===== config.mk =====
export PLATFORM = sky130hd
export DESIGN_NAME = fifo_ctrl_ext_flat
export DESIGN_NICKNAME = d
export VERILOG_FILES = /design/src/rtl/fifo_ctrl_ext_pkg.sv /design/src/rtl/fifo_ctrl_ext_if.sv /design/src/rtl/fifo_ctrl_ext_wrap_ptr.sv /design/src/rtl/fifo_ctrl_ext.sv /design/src/flat_wrapper.sv
export SDC_FILE = /design/constraint.sdc
export NUM_CORES = 1
export LEC_CHECK = 0
export CORE_MARGIN = 10
export CORE_UTILIZATION = 41
export DETAILED_ROUTE_END_ITERATION = 12
export PLACE_DENSITY = 0.73
export SETUP_SLACK_MARGIN = 0.3
export SLEW_MARGIN = 20
export SYNTH_ARGS = -nofsm -noshare
export SYNTH_HDL_FRONTEND = slang
export SYNTH_SLANG_ARGS = --single-unit

===== constraint.sdc =====
create_clock -name clk -period 2.5 [get_ports clk]
set_input_delay 0.25 -clock clk [delete_from_list [all_inputs] [get_ports clk]]
set_output_delay 0.25 -clock clk [all_outputs]
set_load 0.02 [all_outputs]

===== src/rtl/fifo_ctrl_ext_pkg.sv =====
// fifo_pkg: shared types and helpers for the fifo_ctrl_ext controller.
//   fifo_op_e : decodes {wr_ok, rd_ok} into the operation performed this cycle.
//   wrap_inc  : modulo-depth pointer increment that works for any depth, not only powers of two.
package fifo_pkg;

    typedef enum logic [1:0] {
        FIFO_IDLE = 2'b00,
        FIFO_RD   = 2'b01,
        FIFO_WR   = 2'b10,
        FIFO_RW   = 2'b11
    } fifo_op_e;

    function automatic int unsigned wrap_inc(input int unsigned ptr, input int unsigned depth);
        return (ptr == depth - 1) ? 32'd0 : ptr + 32'd1;
    endfunction

endpackage


===== src/rtl/fifo_ctrl_ext_if.sv =====
// fifo_ctrl_ext_if: handshake/status bundle between a FIFO user and the fifo_ctrl_ext controller.
//   master : the user side; drives rd, wr, err_clr and observes addresses, strobe and status.
//   slave  : the controller side.
//   rd/wr/err_clr        requests and sticky-error clear
//   w_addr/r_addr/w_en   RAM write/read address and write strobe
//   empty/full/almost_*  registered status; count is occupancy 0..DEPTH
//   overflow/underflow   sticky refused-request flags (0 unless FIFO_ERR_FLAGS_EN)
interface fifo_ctrl_ext_if #(
    parameter int unsigned DEPTH = 6
);
    localparam int unsigned AW = $clog2(DEPTH);

    logic          rd;
    logic          wr;
    logic          err_clr;
    logic [AW-1:0] w_addr;
    logic [AW-1:0] r_addr;
    logic          w_en;
    logic          empty;
    logic          full;
    logic          almost_empty;
    logic          almost_full;
    logic [AW:0]   count;
    logic          overflow;
    logic          underflow;

    modport master (
        output rd, wr, err_clr,
        input  w_addr, r_addr, w_en, empty, full, almost_empty, almost_full, count,
        input  overflow, underflow
    );

    modport slave (
        input  rd, wr, err_clr,
        output w_addr, r_addr, w_en, empty, full, almost_empty, almost_full, count,
        output overflow, underflow
    );

endinterface


===== src/rtl/fifo_ctrl_ext_wrap_ptr.sv =====
// fifo_wrap_ptr: modulo-DEPTH pointer register; used once for the write and once for the read side.
//   clk     rising-edge clock
//   reset_n asynchronous active-low reset (pointer -> 0)
//   inc     advance pointer on this edge
//   ptr     current pointer value 0..DEPTH-1
module fifo_wrap_ptr
    import fifo_pkg::*;
#(
    parameter int unsigned DEPTH = 6,
    parameter int unsigned AW    = $clog2(DEPTH)
) (
    input  logic          clk,
    input  logic          reset_n,
    input  logic          inc,
    output logic [AW-1:0] ptr
);

    logic [AW-1:0] ptr_q, ptr_d;

    always_comb begin
        ptr_d = ptr_q;
        if (inc) begin
            ptr_d = AW'(wrap_inc(32'(ptr_q), DEPTH));
        end
    end

    always_ff @(posedge clk or negedge reset_n) begin
        if (!reset_n) begin
            ptr_q <= '0;
        end else begin
            ptr_q <= ptr_d;
        end
    end

    assign ptr = ptr_q;

endmodule


===== src/rtl/fifo_ctrl_ext.sv =====
// fifo_ctrl_ext: address/status controller for a FIFO held in an external dual-port RAM.
// Any DEPTH >= 2; keeps an occupancy count and registered empty/full/almost_* flags.
//   clk      rising-edge clock
//   reset_n  asynchronous active-low reset
//   bus      fifo_ctrl_ext_if.slave: rd, wr, err_clr in; w_addr, r_addr, w_en, status, count,
//            overflow, underflow out
// Build option: define FIFO_ERR_FLAGS_EN to get sticky overflow/underflow flags cleared by
// err_clr; otherwise both are tied to 0 and err_clr is ignored.
module fifo_ctrl_ext
    import fifo_pkg::*;
#(
    parameter int unsigned DEPTH    = 6,
    parameter int unsigned AF_LEVEL = DEPTH - 1,
    parameter int unsigned AE_LEVEL = 1
) (
    input  logic            clk,
    input  logic            reset_n,
    fifo_ctrl_ext_if.slave  bus
);

    localparam int unsigned AW   = $clog2(DEPTH);
    localparam int unsigned CntW = AW + 1;

    localparam logic [CntW-1:0] DepthCnt = CntW'(DEPTH);
    localparam logic [CntW-1:0] AfLevel  = CntW'(AF_LEVEL);
    localparam logic [CntW-1:0] AeLevel  = CntW'(AE_LEVEL);

    logic            rd_ok, wr_ok;
    fifo_op_e        op;
    logic [AW-1:0]   w_ptr, r_ptr;

    logic [CntW-1:0] count_q, count_d;
    logic            empty_q, empty_d;
    logic            full_q, full_d;
    logic            almost_empty_q, almost_empty_d;
    logic            almost_full_q, almost_full_d;

    // Acceptance from registered state only. At full a simultaneous read frees the slot the
    // write reuses; at empty the read is refused so only the write happens.
    always_comb begin
        rd_ok = bus.rd & ~empty_q;
        wr_ok = bus.wr & (~full_q | rd_ok);
        op    = fifo_op_e'({wr_ok, rd_ok});
    end

    // Flags derive from count_d so they change on the same edge as the pointers.
    always_comb begin
        count_d = count_q;
        unique case (op)
            FIFO_WR:            count_d = count_q + CntW'(1);
            FIFO_RD:            count_d = count_q - CntW'(1);
            FIFO_IDLE, FIFO_RW: count_d = count_q;
        endcase
        empty_d        = (count_d == '0);
        full_d         = (count_d == DepthCnt);
        almost_empty_d = (count_d <= AeLevel);
        almost_full_d  = (count_d >= AfLevel);
    end

    always_ff @(posedge clk or negedge reset_n) begin
        if (!reset_n) begin
            count_q        <= '0;
            empty_q        <= 1'b1;
            full_q         <= 1'b0;
            almost_empty_q <= 1'b1;
            almost_full_q  <= 1'b0;
        end else begin
            count_q        <= count_d;
            empty_q        <= empty_d;
            full_q         <= full_d;
            almost_empty_q <= almost_empty_d;
            almost_full_q  <= almost_full_d;
        end
    end

    fifo_wrap_ptr #(
        .DEPTH (DEPTH),
        .AW    (AW)
    ) u_w_ptr (
        .clk     (clk),
        .reset_n (reset_n),
        .inc     (wr_ok),
        .ptr     (w_ptr)
    );

    fifo_wrap_ptr #(
        .DEPTH (DEPTH),
        .AW    (AW)
    ) u_r_ptr (
        .clk     (clk),
        .reset_n (reset_n),
        .inc     (rd_ok),
        .ptr     (r_ptr)
    );

`ifdef FIFO_ERR_FLAGS_EN
    logic overflow_q, overflow_d;
    logic underflow_q, underflow_d;

    // A new refusal in the same cycle as err_clr keeps the flag set.
    always_comb begin
        overflow_d  = (bus.wr & ~wr_ok) | (overflow_q & ~bus.err_clr);
        underflow_d = (bus.rd & ~rd_ok) | (underflow_q & ~bus.err_clr);
    end

    always_ff @(posedge clk or negedge reset_n) begin
        if (!reset_n) begin
            overflow_q  <= 1'b0;
            underflow_q <= 1'b0;
        end else begin
            overflow_q  <= overflow_d;
            underflow_q <= underflow_d;
        end
    end

    assign bus.overflow  = overflow_q;
    assign bus.underflow = underflow_q;
`else
    logic unused_err_clr;
    assign unused_err_clr = bus.err_clr;
    assign bus.overflow   = 1'b0;
    assign bus.underflow  = 1'b0;
`endif

    assign bus.w_addr       = w_ptr;
    assign bus.r_addr       = r_ptr;
    assign bus.w_en         = wr_ok;
    assign bus.count        = count_q;
    assign bus.empty        = empty_q;
    assign bus.full         = full_q;
    assign bus.almost_empty = almost_empty_q;
    assign bus.almost_full  = almost_full_q;

endmodule


===== src/flat_wrapper.sv =====
// flat-port wrapper written by rule: the top's interface ports become plain ports
module fifo_ctrl_ext_flat import fifo_pkg::*;
#(
    parameter int unsigned DEPTH    = 6,
    parameter int unsigned AF_LEVEL = DEPTH - 1,
    parameter int unsigned AE_LEVEL = 1
)
  (clk, reset_n, bus_rd, bus_wr, bus_err_clr, bus_w_addr, bus_r_addr, bus_w_en, bus_empty, bus_full, bus_almost_empty, bus_almost_full, bus_count, bus_overflow, bus_underflow);
  fifo_ctrl_ext_if #(.DEPTH(DEPTH)) bus_i ();
  input  logic clk;
  input  logic reset_n;
  input wire logic [$bits(bus_i.rd)-1:0] bus_rd;
  input wire logic [$bits(bus_i.wr)-1:0] bus_wr;
  input wire logic [$bits(bus_i.err_clr)-1:0] bus_err_clr;
  output wire logic [$bits(bus_i.w_addr)-1:0] bus_w_addr;
  output wire logic [$bits(bus_i.r_addr)-1:0] bus_r_addr;
  output wire logic [$bits(bus_i.w_en)-1:0] bus_w_en;
  output wire logic [$bits(bus_i.empty)-1:0] bus_empty;
  output wire logic [$bits(bus_i.full)-1:0] bus_full;
  output wire logic [$bits(bus_i.almost_empty)-1:0] bus_almost_empty;
  output wire logic [$bits(bus_i.almost_full)-1:0] bus_almost_full;
  output wire logic [$bits(bus_i.count)-1:0] bus_count;
  output wire logic [$bits(bus_i.overflow)-1:0] bus_overflow;
  output wire logic [$bits(bus_i.underflow)-1:0] bus_underflow;
  assign bus_i.rd = bus_rd;
  assign bus_i.wr = bus_wr;
  assign bus_i.err_clr = bus_err_clr;
  assign bus_w_addr = bus_i.w_addr;
  assign bus_r_addr = bus_i.r_addr;
  assign bus_w_en = bus_i.w_en;
  assign bus_empty = bus_i.empty;
  assign bus_full = bus_i.full;
  assign bus_almost_empty = bus_i.almost_empty;
  assign bus_almost_full = bus_i.almost_full;
  assign bus_count = bus_i.count;
  assign bus_overflow = bus_i.overflow;
  assign bus_underflow = bus_i.underflow;
  fifo_ctrl_ext #(.DEPTH(DEPTH), .AF_LEVEL(AF_LEVEL), .AE_LEVEL(AE_LEVEL)) u_core (.clk(clk), .reset_n(reset_n), .bus(bus_i));
endmodule

### Yosys cells after proc, flatten, opt, wreduce, memory -nomap -nowiden

Index checks and enable logic that the tools add are counted.

| storage, ports and cells | value |
|---|---|
| input bits | 5 |
| flip-flop bits (word level) | 14 |
| word-level logic and storage cells | 30 |
| output and inout bits | 17 |

| operators by class | value |
|---|---|
| reduce and logical (&&, ||, !) cells | 3 |
| multiplexer cells | 3 |
| equal/unequal tests | 6 |
| magnitude comparators | 2 |
| bitwise operators | 5 |
| add/subtract/negate cells | 4 |

Operators with widths:

| operator | count |
|---|---|
| 4-bit one-hot mux with 3 select lines | 1 |
| 3-bit by 1-bit adder with 3-bit output (second input constant) | 2 |
| 3-bit equality test (second input constant) | 2 |
| 3-bit 2-to-1 mux | 2 |
| 4-bit by 1-bit adder with 4-bit output (second input constant) | 1 |
| 2-bit equality test (second input constant) | 2 |
| 4-bit by 3-bit equality test with 1-bit output (second input constant) | 1 |
| 4-bit by 3-bit greater-or-equal comparator with 1-bit output (second input constant) | 1 |
| 4-bit by 1-bit <= comparator with 1-bit output (second input constant) | 1 |
| 4-bit logical NOT | 1 |
| 4-bit by 1-bit subtractor with 4-bit output (second input constant) | 1 |
| 1-bit AND | 2 |
| 2-bit by 1-bit equality test with 1-bit output (second input constant) | 1 |
| 2-bit logical NOT | 1 |
| 1-bit inverter | 2 |
| 2-bit OR reduction | 1 |
| 1-bit OR | 1 |

### Depth between registers and ports, before layout

| depth | value |
|---|---|
| word-level depth | 8 |
| mapped depth | 11 |
| gate-level depth less buffers | 11 |

### Modules after synthesis

Synthesis repeated with hierarchy kept, for this count alone.

| unflattened totals | value |
|---|---|
| cell total of the unflattened synthesis | 77 |
| area total of the unflattened synthesis | 814.5 um^2 |

Modules (own cells, without submodules):

| module | instances | area each (um^2) | sequential area each (um^2) | cells an instance |
|---|---|---|---|---|
| fifo_ctrl_ext | 1 | 554.3 | 202.7 | 59 |
| fifo_wrap_ptr | 2 | 130.1 | 75.1 | 9 |

### Least setup slack after synthesis

OpenSTA, ideal clock, no wires.

| path | value |
|---|---|
| kind | register -> register |
| start | reg u_core.empty_q, in the netlist u_core.bus.empty |
| end | reg u_core.almost_empty_q, in the netlist u_core.bus.almost_empty |
| path buffers | 0 |
| arrival time | 2697 ps |
| clock period less this slack | 2759 ps |
| slack | -259 ps |
| required time | 2438 ps |
| setup time | 62 ps |
| stages on the path, launching flop included | 12 |
| cells stage by stage | dfstp_2 -> nand2b_1 -> a21boi_1 -> inv_1 -> ha_1 -> xor2_1 -> ha_1 -> a21oi_1 -> xnor2_1 -> nor2b_1 -> xnor2_1 -> and3_1 |

| on the way | value |
|---|---|
| cells in the longest elaborated chain, start to end | 8 |
| elaborated cells between the ends (all ways) | 11 |
| those cells by class | 1 x order compare; 3 x eq/ne; 1 x mux; 4 x bitwise; 2 x reduce/logical |

RTL lines:

| element | line | RTL |
|---|---|---|
| from (decl) | fifo_ctrl_ext.sv:33 | `logic empty_q, empty_d;` |
| from (signal assigned) | fifo_ctrl_ext.sv:69 | `empty_q <= empty_d;` |
| 1-bit inverter (*) | fifo_ctrl_ext.sv:41 | `rd_ok = bus.rd & ~empty_q;` |
| 1-bit AND (*) | fifo_ctrl_ext.sv:41 |  |
| 1-bit OR (*) | fifo_ctrl_ext.sv:42 | `wr_ok = bus.wr & (~full_q \| rd_ok);` |
| 1-bit AND (*) | fifo_ctrl_ext.sv:42 |  |
| net bus_w_en | flat_wrapper.sv:17 | `output wire logic [$bits(bus_i.w_en)-1:0] bus_w_en;` |
| 2-bit equality test or 2-bit logical NOT (tied branches) | fifo_ctrl_ext.sv:49 | `unique case (op)` |
| 2-bit OR reduction | fifo_ctrl_ext.sv:49 |  |
| 4-bit one-hot mux with 3 select lines (*) | fifo_ctrl_ext.sv:49 |  |
| 4-bit by 1-bit <= comparator with 1-bit output (*) | fifo_ctrl_ext.sv:56 | `almost_empty_d = (count_d <= AeLevel);` |
| net u_core.almost_empty_d | fifo_ctrl_ext.sv:35 | `logic almost_empty_q, almost_empty_d;` |
| to (signal assigned) | fifo_ctrl_ext.sv:71 | `almost_empty_q <= almost_empty_d;` |
| to (decl) | fifo_ctrl_ext.sv:35 |  |

The timed path passes the listed nets; every way through them passes the cells marked *.
A chain may end at the register's enable or synchronous reset.

### Worst setup path after layout

| path | value |
|---|---|
| start | reg u_core.empty_q, in the netlist u_core.bus.empty |
| end | reg u_core.empty_q, in the netlist u_core.bus.empty |

| on the way | value |
|---|---|
| cells in the longest elaborated chain, start to end | 8 |
| elaborated cells between the ends (all ways) | 11 |
| those cells by class | 3 x eq/ne; 1 x mux; 4 x bitwise; 3 x reduce/logical |

RTL lines:

| element | line | RTL |
|---|---|---|
| 1-bit inverter (*) | fifo_ctrl_ext.sv:41 |  |
| 1-bit AND (*) | fifo_ctrl_ext.sv:41 |  |
| net u_core.rd_ok | fifo_ctrl_ext.sv:28 | `logic rd_ok, wr_ok;` |
| 1-bit OR | fifo_ctrl_ext.sv:42 |  |
| 1-bit AND | fifo_ctrl_ext.sv:42 |  |
| 2-bit equality test or 2-bit logical NOT (tied branches) | fifo_ctrl_ext.sv:49 |  |
| 2-bit OR reduction | fifo_ctrl_ext.sv:49 |  |
| 4-bit one-hot mux with 3 select lines (*) | fifo_ctrl_ext.sv:49 |  |
| 4-bit logical NOT (*) | fifo_ctrl_ext.sv:54 | `empty_d = (count_d == '0);` |
| net u_core.empty_d | fifo_ctrl_ext.sv:33 |  |

Marks and branches as above.

==> impl_metrics.tcl <==
set metrics [dict create \
    stdcell_count 122 \
    io_buffers 18 \
    gp_congestion 0.734 \
    fmax_ghz 0.468 \
    ios 22 \
    yosysTopAreaCellShare_pct 39.7 \
    dp.cells 116 \
    start_kind "flop" \
    hold_viol 0 \
    routedWlPerCell_um 13.5 \
    critPathCaptureType "flop" \
    clkSlewWorstSetupHoldPaths_ns 0.09 \
    cap_viol_max_count 0 \
    cts_sinks 14 \
    first_iter_violations 8 \
    muxShareOfSynthArea_pct 2.65 \
    grt_pass1_wl_um 2700 \
    status "finished, final reports clean" \
    start_util_pct 43.3 \
    cts-buffers-inserted 3 \
    fin_area_um2 1100 \
    crit_fanout 4 \
    dpl.hpwl_um 1280 \
    relSlewSlack_pct 59.8 \
    antenna_found_initial 0 \
    row_count 15 \
    period_share_pct 85.4 \
    wl_um 1650 \
    synth_common_cells "dfrtp_1, nand2_1, inv_1" \
    ir_drop_uv 687 \
    gr-total-overflow 0 \
    root_buffer "clkbuf_4" \
    syn_area_um2 756 \
    cts_tree "yes" \
    yosysSeqAreaShare_pct 46.7 \
    syn_area_per_cell_um2 10.4 \
    hp-class "input port to flop" \
    antenna_cells 0 \
    syn_to_final_growth_pct 45.2 \
    vias_per_cell 4.82 \
    synth_xor_area_share_pct 8.11 \
    grt_pass1_vias 581 \
    worstMarginPinSlew_ns 0.601 \
    grt_max_degree 15 \
    die_h_um 62.9 \
    first_pass_iters 4 \
    worstPathArrival_ns 2.36 \
    core_area_um2 1750 \
    die_w_um 62.9 \
    via_count 588 \
    synth_cell_types 33 \
    slew_violations 0 \
    synth-seq-cells 14 \
    drc 0 \
    leakage_nw 0.502 \
    drive_above_1_share_pct 26.8 \
    cp_data_required_time_ns 2.72 \
    netlist_instances 73 \
    synth_top_family_by_area "simple AND/OR/NAND/NOR gates" \
    fin_skew_ns 0.00186 \
    yosysMostFrequentCell "dfrtp_1" \
    htreeDepth 1 \
    clk_latency_ns 0.28 \
    crit_type "flop to flop" \
    synth.largest_area_cell "dfrtp_1" \
    groute.usage.overall_pct 8.43 \
    place_area_um2 1010 \
    synthAdderAreaFrac_pct 4.97 \
    fin_setup_tns_ns 0 \
    synth_edf_count 0 \
    synthArstFlopShare_pct 100 \
    cp_slowest_cell "dfstp_2" \
    ant_nets 0 \
    fin_nets 106 \
    die-area_um2 3960 \
    power_density_nw_per_um2 1500 \
    synth-compound-area-share_pct 11.8 \
    critPathMaxStageDelay_ns 0.54 \
    synth_warnings 0 \
    worstPathCellList "nand2b_4 -> inv_2 -> ha_4 -> xor2_2 -> ha_2 -> a21oi_2 -> xnor2_2 -> nor2b_4 -> xnor2_4 -> and3_1" \
    synth_ff_type "dfrtp_1" \
    setup_viol 0 \
    fin_crit_ns 2.14 \
    synth_area_leaders "dfrtp_1, dfstp_2, xnor2_1" \
    yosys.area_share.simple_pct 18.2 \
    rsz0062_at_grt "yes" \
    timing.hold.ws_ns 0.312 \
    clockBufferDepth 2 \
]
worst max-delay path: cells and delay by family (launching register included):
family                   cells  cell delay [ns]
AND/OR/NAND/NOR              3             0.56
XOR/XNOR                     3             0.42
buffers and inverters        1             0.07
flip-flops                   1             0.54
AO/OA/AOI/OAI                1             0.14
adder cells (fa/ha/maj)      2             0.35
cells by family after synthesis:
family	after synthesis
adders and majority gates	3
buffers and inverters	10
muxes	2
and+or+nand+nor	24
xor gates and xnor gates	7
DFF	14
AOI/OAI and AO/OA	12
other	1
cell type report:
cell class	instances	area [um^2]
fillers	154	648
well taps	25	31.3
multi-input cells	50	444
clock buffers	4	26.3
flip-flops and latches	14	353
repair buffers	23	220
inverters	6	22.5
repair_timing:
action,in CTS,in global routing
hold buffers,0,0
gates resized for setup,1,6
setup endpoints to repair,3,6
pin swaps,1,3
buffers inserted,0,2
per-layer routing:
| metal | vias to the layer above | GRT usage [%] | share of wire (%) |
|---|---|---|---|
| met3 | 2 | 1.79 | 3.2 |
| met1 | 283 | 8.91 | 40 |
| li1 | 293 | - | - |
| met5 | - | 0 | 0 |
| met4 | 0 | 5.03 | 1.7 |
| met2 | 10 | 14.8 | 55 |
state kept, by name (all words and copies together), names as in the netlist:
signal / flops
u_core.bus.almost_full: 1
u_core.bus.empty: 1
u_core.u_w_ptr.ptr: 3
u_core.u_r_ptr.ptr: 3
u_core.bus.count: 4
u_core.bus.full: 1
u_core.bus.almost_empty: 1
metrics by stage:
| stage | utilization, % | total power [mW] | worst slack, ns |
|---|---|---|---|
| after floorplan | - | 1.09 | 0.306 |
| after global placement | 58.1 | 1.40 | 0.0968 |
| after detailed placement | 58.1 | 1.42 | 0.0318 |
| after CTS | 60.1 | 1.58 | 0.301 |
| after global routing | 62.9 | 1.77 | 0.239 |
| final | 62.9 | 1.64 | 0.365 |
cell usage in the layout (no fill, tap or decap), types with 3 or more instances in the layout:
cell type	netlist	layout
inv_1	6	4
clkbuf_4	0	3
clkdlybuf4s50_1	0	17
dfrtp_1	12	12
buf_4	2	5
nand3_1	4	4
nand2_1	7	7
power breakdown:
group	leakage [nW]	switching, mW	total (mW)	internal, mW
combinational	0.321	0.483	1.01	0.523
clock	0.0150	0.0756	0.137	0.0618
sequential	0.166	0.151	0.498	0.347
final timing paths:
kind | to | slack (ns) | cells past startpoint | from
max | u_core.bus.empty$_DFF_PN1_ | 0.36 | 10 | u_core.bus.empty$_DFF_PN1_
min reg2reg | u_core.u_w_ptr.ptr[2]$_DFFE_PN0P_ | 0.51 | 1 | u_core.u_w_ptr.ptr[2]$_DFFE_PN0P_
max reg2reg | u_core.bus.empty$_DFF_PN1_ | 0.36 | 10 | u_core.bus.empty$_DFF_PN1_
max in group asynchronous | u_core.bus.full$_DFF_PN0_ | 1.77 | 1 | reset_n
min | u_core.u_r_ptr.ptr[0]$_DFFE_PN0P_ | 0.31 | 3 | bus_rd
min in group asynchronous | u_core.bus.count[0]$_DFF_PN0_ | 0.34 | 1 | reset_n
No activity file was read; power rests on OpenSTA's default activity.
